[src/rtl/cia_pkg.sv]
// cia_pkg: CIA register map, arbiter FSM states and default host block masks
package cia_pkg;
  localparam logic [3:0] CIA_PRA    = 4'h0;
  localparam logic [3:0] CIA_PRB    = 4'h1;
  localparam logic [3:0] CIA_DDRA   = 4'h2;
  localparam logic [3:0] CIA_DDRB   = 4'h3;
  localparam logic [3:0] CIA_TALO   = 4'h4;
  localparam logic [3:0] CIA_TAHI   = 4'h5;
  localparam logic [3:0] CIA_TBLO   = 4'h6;
  localparam logic [3:0] CIA_TBHI   = 4'h7;
  localparam logic [3:0] CIA_TOD10  = 4'h8;
  localparam logic [3:0] CIA_TODSEC = 4'h9;
  localparam logic [3:0] CIA_TODMIN = 4'hA;
  localparam logic [3:0] CIA_TODHR  = 4'hB;
  localparam logic [3:0] CIA_SDR    = 4'hC;
  localparam logic [3:0] CIA_ICR    = 4'hD;
  localparam logic [3:0] CIA_CRA    = 4'hE;
  localparam logic [3:0] CIA_CRB    = 4'hF;
  // PRB (pc_n strobe), TOD 10ths/hours (latch), SDR and ICR (clear on read)
  localparam logic [15:0] RD_BLOCK_DEF = 16'h3902;
  localparam logic [15:0] WR_BLOCK_DEF = 16'h0000;
  typedef enum logic [1:0] {IDLE, CPU_SLOT, HOST_SLOT, HOST_CAPT} arb_state_t;
  function automatic logic host_refused(input logic [15:0] rd_mask, input logic [15:0] wr_mask,
                                        input logic we, input logic [3:0] rs);
    return we ? wr_mask[rs] : rd_mask[rs];
  endfunction
endpackage

[src/rtl/cia_bus_arbiter.sv]
// cia_bus_arbiter: shares one CIA between the CPU bus and a host port, CPU first, host in idle phi2 slots
module cia_bus_arbiter
  import cia_pkg::*;
#(
  parameter logic [15:0] RD_BLOCK_MASK = RD_BLOCK_DEF,
  parameter logic [15:0] WR_BLOCK_MASK = WR_BLOCK_DEF
) (
  input  logic       clk,
  input  logic       res_n,
  input  logic       phi2_p,
  input  logic       phi2_n,
  input  logic       cpu_cs_n,
  input  logic       cpu_rw,
  input  logic [3:0] cpu_rs,
  input  logic [7:0] cpu_din,
  output logic [7:0] cpu_dout,
  input  logic       host_req,
  input  logic       host_we,
  input  logic [3:0] host_rs,
  input  logic [7:0] host_din,
  output logic [7:0] host_dout,
  output logic       host_ack,
  output logic       host_err,
  output logic       cia_cs_n,
  output logic       cia_rw,
  output logic [3:0] cia_rs,
  output logic [7:0] cia_db_in,
  input  logic [7:0] cia_db_out
);
  arb_state_t state;
  logic       pend;
  logic       fall_seen;
  logic       h_we;
  logic [3:0] h_rs;
  logic [7:0] h_din;
  logic       take;
  logic       refuse;
  // a new host request is only considered when nothing is pending and no ack is on the wire
  always_comb begin
    take   = host_req && !pend && !host_ack;
    refuse = host_refused(RD_BLOCK_MASK, WR_BLOCK_MASK, host_we, host_rs);
  end
  // slot sequencer: grant at phi2_p, hold through phi2_n, release one clk later
  always_ff @(posedge clk or negedge res_n) begin
    if (!res_n) begin
      state     <= IDLE;
      pend      <= 1'b0;
      fall_seen <= 1'b0;
      h_we      <= 1'b0;
      h_rs      <= '0;
      h_din     <= '0;
      cia_cs_n  <= 1'b1;
      cia_rw    <= 1'b1;
      cia_rs    <= '0;
      cia_db_in <= '0;
      cpu_dout  <= '0;
      host_dout <= '0;
      host_ack  <= 1'b0;
      host_err  <= 1'b0;
    end else begin
      host_ack <= 1'b0;
      host_err <= 1'b0;
      if (take && refuse) begin
        host_ack <= 1'b1;
        host_err <= 1'b1;
      end else if (take) begin
        pend  <= 1'b1;
        h_we  <= host_we;
        h_rs  <= host_rs;
        h_din <= host_din;
      end
      case (state)
        IDLE: begin
          if (phi2_p && !cpu_cs_n) begin
            cia_cs_n  <= 1'b0;
            cia_rw    <= cpu_rw;
            cia_rs    <= cpu_rs;
            cia_db_in <= cpu_din;
            state     <= CPU_SLOT;
          end else if (phi2_p && pend) begin
            cia_cs_n  <= 1'b0;
            cia_rw    <= ~h_we;
            cia_rs    <= h_rs;
            cia_db_in <= h_din;
            state     <= HOST_SLOT;
          end
        end
        CPU_SLOT, HOST_SLOT: begin
          if (fall_seen) begin
            fall_seen <= 1'b0;
            cia_cs_n  <= 1'b1;
            if (state == CPU_SLOT) cpu_dout <= cia_db_out;
            state <= (state == CPU_SLOT) ? IDLE : HOST_CAPT;
          end else if (phi2_n && !phi2_p) begin
            fall_seen <= 1'b1;
          end
        end
        HOST_CAPT: begin
          if (!h_we) host_dout <= cia_db_out;
          host_ack <= 1'b1;
          host_err <= 1'b0;
          pend     <= 1'b0;
          state    <= IDLE;
        end
        default: state <= IDLE;
      endcase
    end
  end
endmodule

[config.mk]
export PLATFORM = sky130hd
export DESIGN_NAME = cia_bus_arbiter
export DESIGN_NICKNAME = d
export VERILOG_FILES = /design/src/rtl/cia_pkg.sv /design/src/rtl/cia_bus_arbiter.sv
export SDC_FILE = /design/constraint.sdc
export NUM_CORES = 1
export LEC_CHECK = 0
export BUFFER_PORTS_ARGS = -buffer_cell sky130_fd_sc_hd__buf_2
export CAP_MARGIN = 20
export CORE_AREA = 2 2 72 74
export DETAILED_ROUTE_END_ITERATION = 12
export DIE_AREA = 0 0 74 76
export GPL_ROUTABILITY_DRIVEN = 0
export PLACE_DENSITY = 0.8
export SETUP_SLACK_MARGIN = 0.3
export SLEW_MARGIN = 20
export SYNTH_ARGS = -nofsm -noshare
export SYNTH_HDL_FRONTEND = slang
export SYNTH_SLANG_ARGS = --single-unit
[constraint.sdc]
create_clock -name clk -period 5.1 [get_ports clk]
set_input_delay 0.51 -clock clk [delete_from_list [all_inputs] [get_ports clk]]
set_output_delay 0.51 -clock clk [all_outputs]
set_load 0.01 [all_outputs]
=== Word-level counts from Yosys, hierarchy flattened ===
Memories as Yosys holds them, arrays and structs flattened.
Cells that the tools add are included.

* Logic and storage cells: 73
* Bits of input ports: 40
* Memories: 2
* Register bits: 49
* Output and inout bits: 32
* Memory bits (read-only): 32

* Eq/ne operators: 6
* Bitwise logic cells: 2
* $lt $le $gt $ge: 1
* Reduce and logical (&&, ||, !) cells: 22
* Mux-type cells: 26

{| class="wikitable"
|+ Memory list
! memory !! words !! width !! rd ports !! clocked after Yosys merged registers in !! wr ports !! RTL line !! source
|-
| (name not given) || 16 || 1 || 1 || 0 || 0 || cia_pkg.sv:25 || <nowiki>return we ? wr_mask[rs] : rd_mask[rs];</nowiki>
|-
| (name not given) || 16 || 1 || 1 || 0 || 0 || cia_pkg.sv:25 ||
|}

{| class="wikitable"
|+ Operator list
! cell !! number
|-
| two-way mux 1 bit || 16
|-
| two-way mux 8 bit || 2
|-
| AND reduction 2 bit || 5
|-
| two-way mux 2 bit || 4
|-
| two-way mux 4 bit || 2
|-
| logical AND 1 bit || 6
|-
| case mux 2 bit (3 select lines) || 1
|-
| AND reduction 3 bit || 2
|-
| nonzero test 2 bit || 3
|-
| less-than comparator 4 x 5 -> 1 bit, second input constant || 1
|-
| equality test 2 bit, second input constant || 2
|-
| logical NOT 1 bit || 4
|-
| inequality test 3 bit, second input constant || 1
|-
| equality test 2 x 1 -> 1 bit, second input constant || 1
|-
| logical NOT 2 bit || 1
|-
| inequality test 2 x 1 -> 1 bit, second input constant || 1
|-
| inequality test 2 bit, second input constant || 1
|-
| inverter 1 bit || 2
|-
| case mux 1 bit (2 select lines) || 1
|-
| OR reduction 2 bit || 1
|}

=== Logic depth before layout (Yosys ltp) ===
Gate-level depths: netlist (run 1).

* Depth in word-level cells: 6
* Depth in mapped cells: 7
* Mapped depth without buffers: 6

=== Worst setup path before layout (run 1) ===
OpenSTA, ideal clock, no wires.

* Path kind: in2reg
* Start: input host_rs[1]
* End: register h_din[4]
* Data required time: 4975 ps
* Arrival time: 1880 ps
* Slack: 3095 ps
* Stages on the path: 6
* Path through: inv_1 ha_1 mux2_2 a211oi_4 buf_6 mux2_2

* Longest elaborated chain between the ends: 6
* Elaborated cells on any way between the ends: 8
* Classes of those cells: 3 x mux; 1 x bitwise; 2 x reduce/logical; 2 x memory

{| class="wikitable"
|+ Ends and longest elaborated chain
! item !! RTL line !! source
|-
| start: declaration || cia_bus_arbiter.sv:19 || <nowiki>input logic [3:0] host_rs,</nowiki>
|-
| memory (16 x 1 bit) || - ||
|-
| two-way mux 1 bit (not written as such) || cia_pkg.sv:25 ||
|-
| two-way mux 1 bit * || cia_pkg.sv:25 ||
|-
| logical AND 1 bit * || cia_bus_arbiter.sv:63 || <nowiki>if (take && refuse) begin</nowiki>
|-
| inverter 1 bit (no source line) * || - ||
|-
| AND reduction 2 bit (no source line) * || - ||
|-
| end signal: assignment || cia_bus_arbiter.sv:70 || <nowiki>h_din <= host_din;</nowiki>
|-
| end: declaration || cia_bus_arbiter.sv:35 || <nowiki>logic [7:0] h_din;</nowiki>
|}

Mark *: on every way between the ends. The rest lies on a longest branch, timed or not. The select of a mux whose other input is x is not followed.
A chain may end at the register's enable or synchronous reset.

=== Worst setup path in the final report (run 1) ===
* Start: input host_rs[1]
* End: register h_din[5]

Same word-level chain as after synthesis.

==> flow_summary.ini, run 1 <==
[routing]
wl_um = 4210
vias = 1452
wl_met3_um = 210
postRouteAntennaNets = 0
wl_met1_um = 1850
top_layer = met4
drc = 0
drtIter0Drc = 91
vias_per_cell = 4.75
wl_per_cell_um = 13.8
drt_first_pass_iters = 4
met2WireLength_um = 2080

[power]
power.switching_w = 0.000507
comb_power_share_pct = 37.7
pwr_density_cell_nw_per_um2 = 581
sw_frac_of_total_pct = 32.8
seqPwrFrac_pct = 43.8
ir_worst_vdd_uv = 242
internal_power_w = 0.00104
clkPwrFrac_pct = 18.5
leakage_nw = 1.29

[timing]
fin_crit_sh_pct = 41.3
fin_skew_ns = 0.00867
rsz0062_at_grt = no
hold_slack_ns = 0.300
setup_viol = 0
finalSetupTns_ns = 0
drv_slew = 0
slew_headroom_pct = 34.2
max_freq_mhz = 474
period_needed_ns = 2.11
final-hold-violation-count = 0
worst_slew_pin_slew_ns = 0.982

[floorplanning]
dieArea_um2 = 5620
die_h_um = 76
die_w_um = 74
start_util_pct = 43.1
rows = 26
core-area_um2 = 4910
ios = 72

[setup_path]
r2r_setup_slack_ns = 3.06
r2r-start = pend$_DFFE_PN0P_
r2r_end = h_din[5]$_DFFE_PN0P_
rr_worst_depth = 3
path_class = input port to flop
end_kind = flop
cp.arrival_ns = 2.30
crit_fanout = 14
critPathLaunchType = input port
worst_ep_required_time_ns = 5.29

[logic_synthesis]
postSynthCellCount = 161
synth_top_area_share_pct = 55.6
syn_area_per_cell_um2 = 13.1
syn-num-nets = 207
netlist_area_um2 = 2120
seq_area_frac_synth_pct = 58.1
ys_seq_elements = 49
synth.distinct_cells = 23
ys.flop_type = dfrtp_1
synth_edf_count = 0
synth.largest_area_cell = dfrtp_1
synthTopCellsByArea = dfrtp_1 (56%), mux2_2 (16%), mux2i_1 (6.6%)
async_flop_share_pct = 100
synth.yosys.warnings = 0

[clock_tree]
ctsHoldBuffers = 0
cts_tree = built
cts.htree.levels = 2
clock-root-buffer = clkbuf_8
clockBufferDepth = 2
cts_setup_buffers = 0
cts_sinks = 49
clk_pin_slew_ns = 0.09
cts_made_buffers = 5
insertion_delay_ns = 0.30
postCtsResizedCells = 0

[run]
maxCapViolCount = 0

[global_route]
grt_overflow_total = 0
grt_pass1_vias = 1502
grt_antenna_before_repair = 0
grt_usage_pct = 16.7
grt_start_max_net_pins = 50
grt_pass1_wl_um = 7200

[cells_and_area]
diodes = 0
final_cell_mix = buf_2 (71), dfrtp_1 (47), mux2_2 (31), o21ai_0 (16)
fin_nets = 281
area_delta_synth_final_pct = 25.9
final_common_cell = buf_2
drive_gt1_share_pct = 50.4

[placement]
dp_hpwl_um = 3080
io_buffers = 71

[run_status]
status = completed

[worst_hold_path]
hold_class = input port to asynchronous set/reset pin
-- layer usage --
| layer | vias to the layer above | track usage, % |
|---|---|---|
| met3 | 7 | 4.10 |
| met5 | - | 0 |
| met4 | 0 | 6.00 |
| met2 | 36 | 26.1 |
| met1 | 697 | 22.3 |
| li1 | 712 | - |
-- sequential cells by signal, summed over array words and instances (netlist names) --
name / cells
cia_db_in: 8
cpu_dout: 8
h_din: 8
host_dout: 8
cia_rs: 4
h_rs: 4
state: 2
cia_cs_n: 1
cia_rw: 1
fall_seen: 1
h_we: 1
host_ack: 1
host_err: 1
pend: 1
-- final cells by class --
type / count / area (µm²)
sequential: 49 / 1230
tap: 70 / 87.6
fill: 425 / 2250
inverter: 5 / 18.8
clock buffer: 6 / 82.6
clock inverter: 2 / 37.5
timing repair buffer: 73 / 370
multi-input combinational: 101 / 838
-- cells in the mapped netlist (all sizes together), types with 2 or more instances --
cell    count
mux2i      14
a21oi       4
mux2       31
ha          6
inv         5
nand2      14
nor2        5
dfstp       2
dfrtp      47
buf         3
nor2b       2
clkbuf      3
o21ai      16
-- power groups by stage --
stage / Combinational [W] / Sequential, W / Clock, W
finish: 0.000584 / 0.000679 / 0.000286
global route: 0.000654 / 0.000705 / 0.000308
CTS: 0.000594 / 0.000681 / 0.000294
detailed placement: 0.000592 / 0.000689 / 0
global placement: 0.000571 / 0.000682 / 0
floorplan: 0.000332 / 0.000729 / 0
-- worst max-delay path by stage --
stage                           from                   end  cells past startpoint
after global routing      host_rs[1]  h_din[2]$_DFFE_PN0P_                      6
after global placement    host_rs[1]  h_din[0]$_DFFE_PN0P_                      6
after detailed placement  host_rs[1]  h_din[5]$_DFFE_PN0P_                      6
after floorplan           host_rs[1]  h_din[4]$_DFFE_PN0P_                      6
final                     host_rs[1]  h_din[5]$_DFFE_PN0P_                      6
after CTS                 host_rs[1]  h_din[6]$_DFFE_PN0P_                      6
-- stage by stage --
stage	total power [W]	std cells	utilization (%)	setup slack, ns	cell area [µm²]
3_5_place_dp	0.00128	298	51.8	2.67	2540
5_1_grt	0.00167	306	54.2	2.91	2660
4_1_cts	0.00157	306	54.2	3.00	2660
2_1_floorplan	0.00106	161	-	3.10	2120
6_report	0.00155	306	54.2	2.99	2660
3_3_place_gp	0.00125	298	51.8	2.73	2540
-- kinds of logic (layout without fill, tap and decap cells) --
| family | after synthesis | count (layout) | synth area share [%] |
|---|---|---|---|
| mux | 45 | 45 | 23.1 |
| simple gates | 26 | 26 | 5.97 |
| fa+ha+maj | 6 | 6 | 3.55 |
| buf+inv | 11 | 86 | 2.42 |
| compound gates | 24 | 24 | 6.86 |
| flops | 49 | 49 | 58.1 |
-- worst max-delay path: stages --
cell	delay [ns]
buf_2	0.09
inv_1	0.04
ha_1	0.26
mux2_2	0.30
a211oi_4	0.68
mux2_2	0.41
No activity file was read; power rests on OpenSTA's default activity.
==> run 2: changes to the inputs <==
clock period = 2 ns   (was 5.1 ns; I/O delays follow)
==> flow_summary.ini, run 2 (synthesis results as in run 1) <==
[run_status]
status = completed

[cells_and_area]
fin_util_pct = 55.3
multi_input_comb_area_um2 = 845
final_common_cell = buf_2
regArea_um2 = 1230
drive_gt1_share_pct = 51.6
fin_nets = 289
final_cell_mix = buf_2 (71), dfrtp_1 (47), mux2_2 (31), o21ai_0 (16)
area_delta_synth_final_pct = 28.3
diodes = 0
fillers = 431

[floorplanning]
start_util_pct = 43.1
die_w_um = 74
die_h_um = 76
rows = 26
ios = 72
dieArea_um2 = 5620
core-area_um2 = 4910

[global_route]
grt_overflow_total = 0
grt_pass1_vias = 1599
grt_pass1_wl_um = 7290
grt_antenna_before_repair = 0
grt_usage_pct = 16.9
grt_start_max_net_pins = 19

[setup_path]
worstSetupEndpoint = h_din[6]$_DFFE_PN0P_
r2r_end = h_din[6]$_DFFE_PN0P_
crit_fanout = 14
r2r-start = pend$_DFFE_PN0P_
end_kind = flop
cp-startpoint = pend$_DFFE_PN0P_
worst_ep_required_time_ns = 2.18
cp.arrival_ns = 1.87
path_class = flop to flop
r2r_setup_slack_ns = 0.32
rr_worst_depth = 4
critPathLaunchType = flop

[timing]
period_needed_ns = 1.68
finalSetupTns_ns = 0
max_freq_mhz = 595
final-hold-violation-count = 0
rsz0062_at_grt = yes
drv_slew = 0
slew_headroom_pct = 71.3
fin_crit_sh_pct = 84.0
worst_slew_pin_slew_ns = 0.431
fin_skew_ns = 0.00843
setup_viol = 0

[routing]
postRouteAntennaNets = 0
wl_per_cell_um = 13.7
vias = 1483
drc = 0
drtIter0Drc = 107
wl_um = 4290
drt_first_pass_iters = 4
vias_per_cell = 4.72

[worst_hold_path]
hold_class = input port to flop
hp-start = host_din[0]

[placement]
io_buffers = 71
dp_hpwl_um = 3290

[clock_tree]
cts_tree = built
clk_pin_slew_ns = 0.09
clock-root-buffer = clkbuf_8
cts_made_buffers = 5
cts_sinks = 49
clockBufferDepth = 2
cts.htree.levels = 2
insertion_delay_ns = 0.30

[power]
ir_worst_vdd_uv = 604
pwr_density_cell_nw_per_um2 = 1440
leakage_nw = 1.32

[run]
maxCapViolCount = 0
-- run 2: area by class of cell --
cell class	count	share of cell area (%)
clock buffer	8	3.32
tap	70	3.23
timing repair buffer	81	16.4
sequential	49	45.3
inverter	5	0.691
multi-input combinational	101	31.1
-- run 2: worst min-delay path by stage --
stage	end	slack [ns]	depth (start not counted)
global route	h_din[3]$_DFFE_PN0P_	0.13	2
floorplan	cia_db_in[0]$_DFFE_PN0P_	-0.1	0
CTS	h_din[0]$_DFFE_PN0P_	0.12	2
detailed placement	cia_rs[0]$_DFFE_PN0P_	0.15	1
global placement	cia_rs[0]$_DFFE_PN0P_	0.14	1
finish	h_din[0]$_DFFE_PN0P_	0.13	2
-- run 2: stage by stage --
step / power, W / worst slack, ns / std cells / hold slack (ns) / area [µm²]
floorplan: 0.00271 / 0.305 / 161 / -0.0956 / 2120
global placement: 0.00326 / 0.245 / 304 / 0.140 / 2600
detailed placement: 0.00333 / 0.211 / 304 / 0.147 / 2600
CTS: 0.00393 / 0.307 / 313 / 0.118 / 2700
global route: 0.00421 / 0.282 / 314 / 0.126 / 2720
finish: 0.00392 / 0.320 / 314 / 0.128 / 2720
-- run 2: critical path: stages, from the launching register on --
cell and delay, ns:
dfrtp_1 0.41, or3b_4 0.43, a211oi_4 0.20, buf_12 0.18
mux2_2 0.34
-- run 2: what timing repair did --
item	4_1_cts	5_1_grt
endpoints found under the hold margin	14	0
setup buffers	0	1
hold buffers	1	0
setup endpoints to repair	0	16
resized for setup	0	2
-- run 2: where the power goes --
part	leakage (nW)	internal (W)	switching, W
Combinational	0.686	0.000848	0.000752
Sequential	0.587	0.00148	0.000242
Clock	0.0455	0.000282	0.000311
Total	1.32	0.00261	0.00131
-- run 2: layer usage --
layer	up-vias	part of all wire [%]	wire, µm	global-route usage, %
met5	-	0	0	0
met3	11	4.3	184	4.10
li1	720	-	-	-
met1	718	44	1890	21.3
met2	34	49	2110	27.1
met4	0	2.4	104	7.64
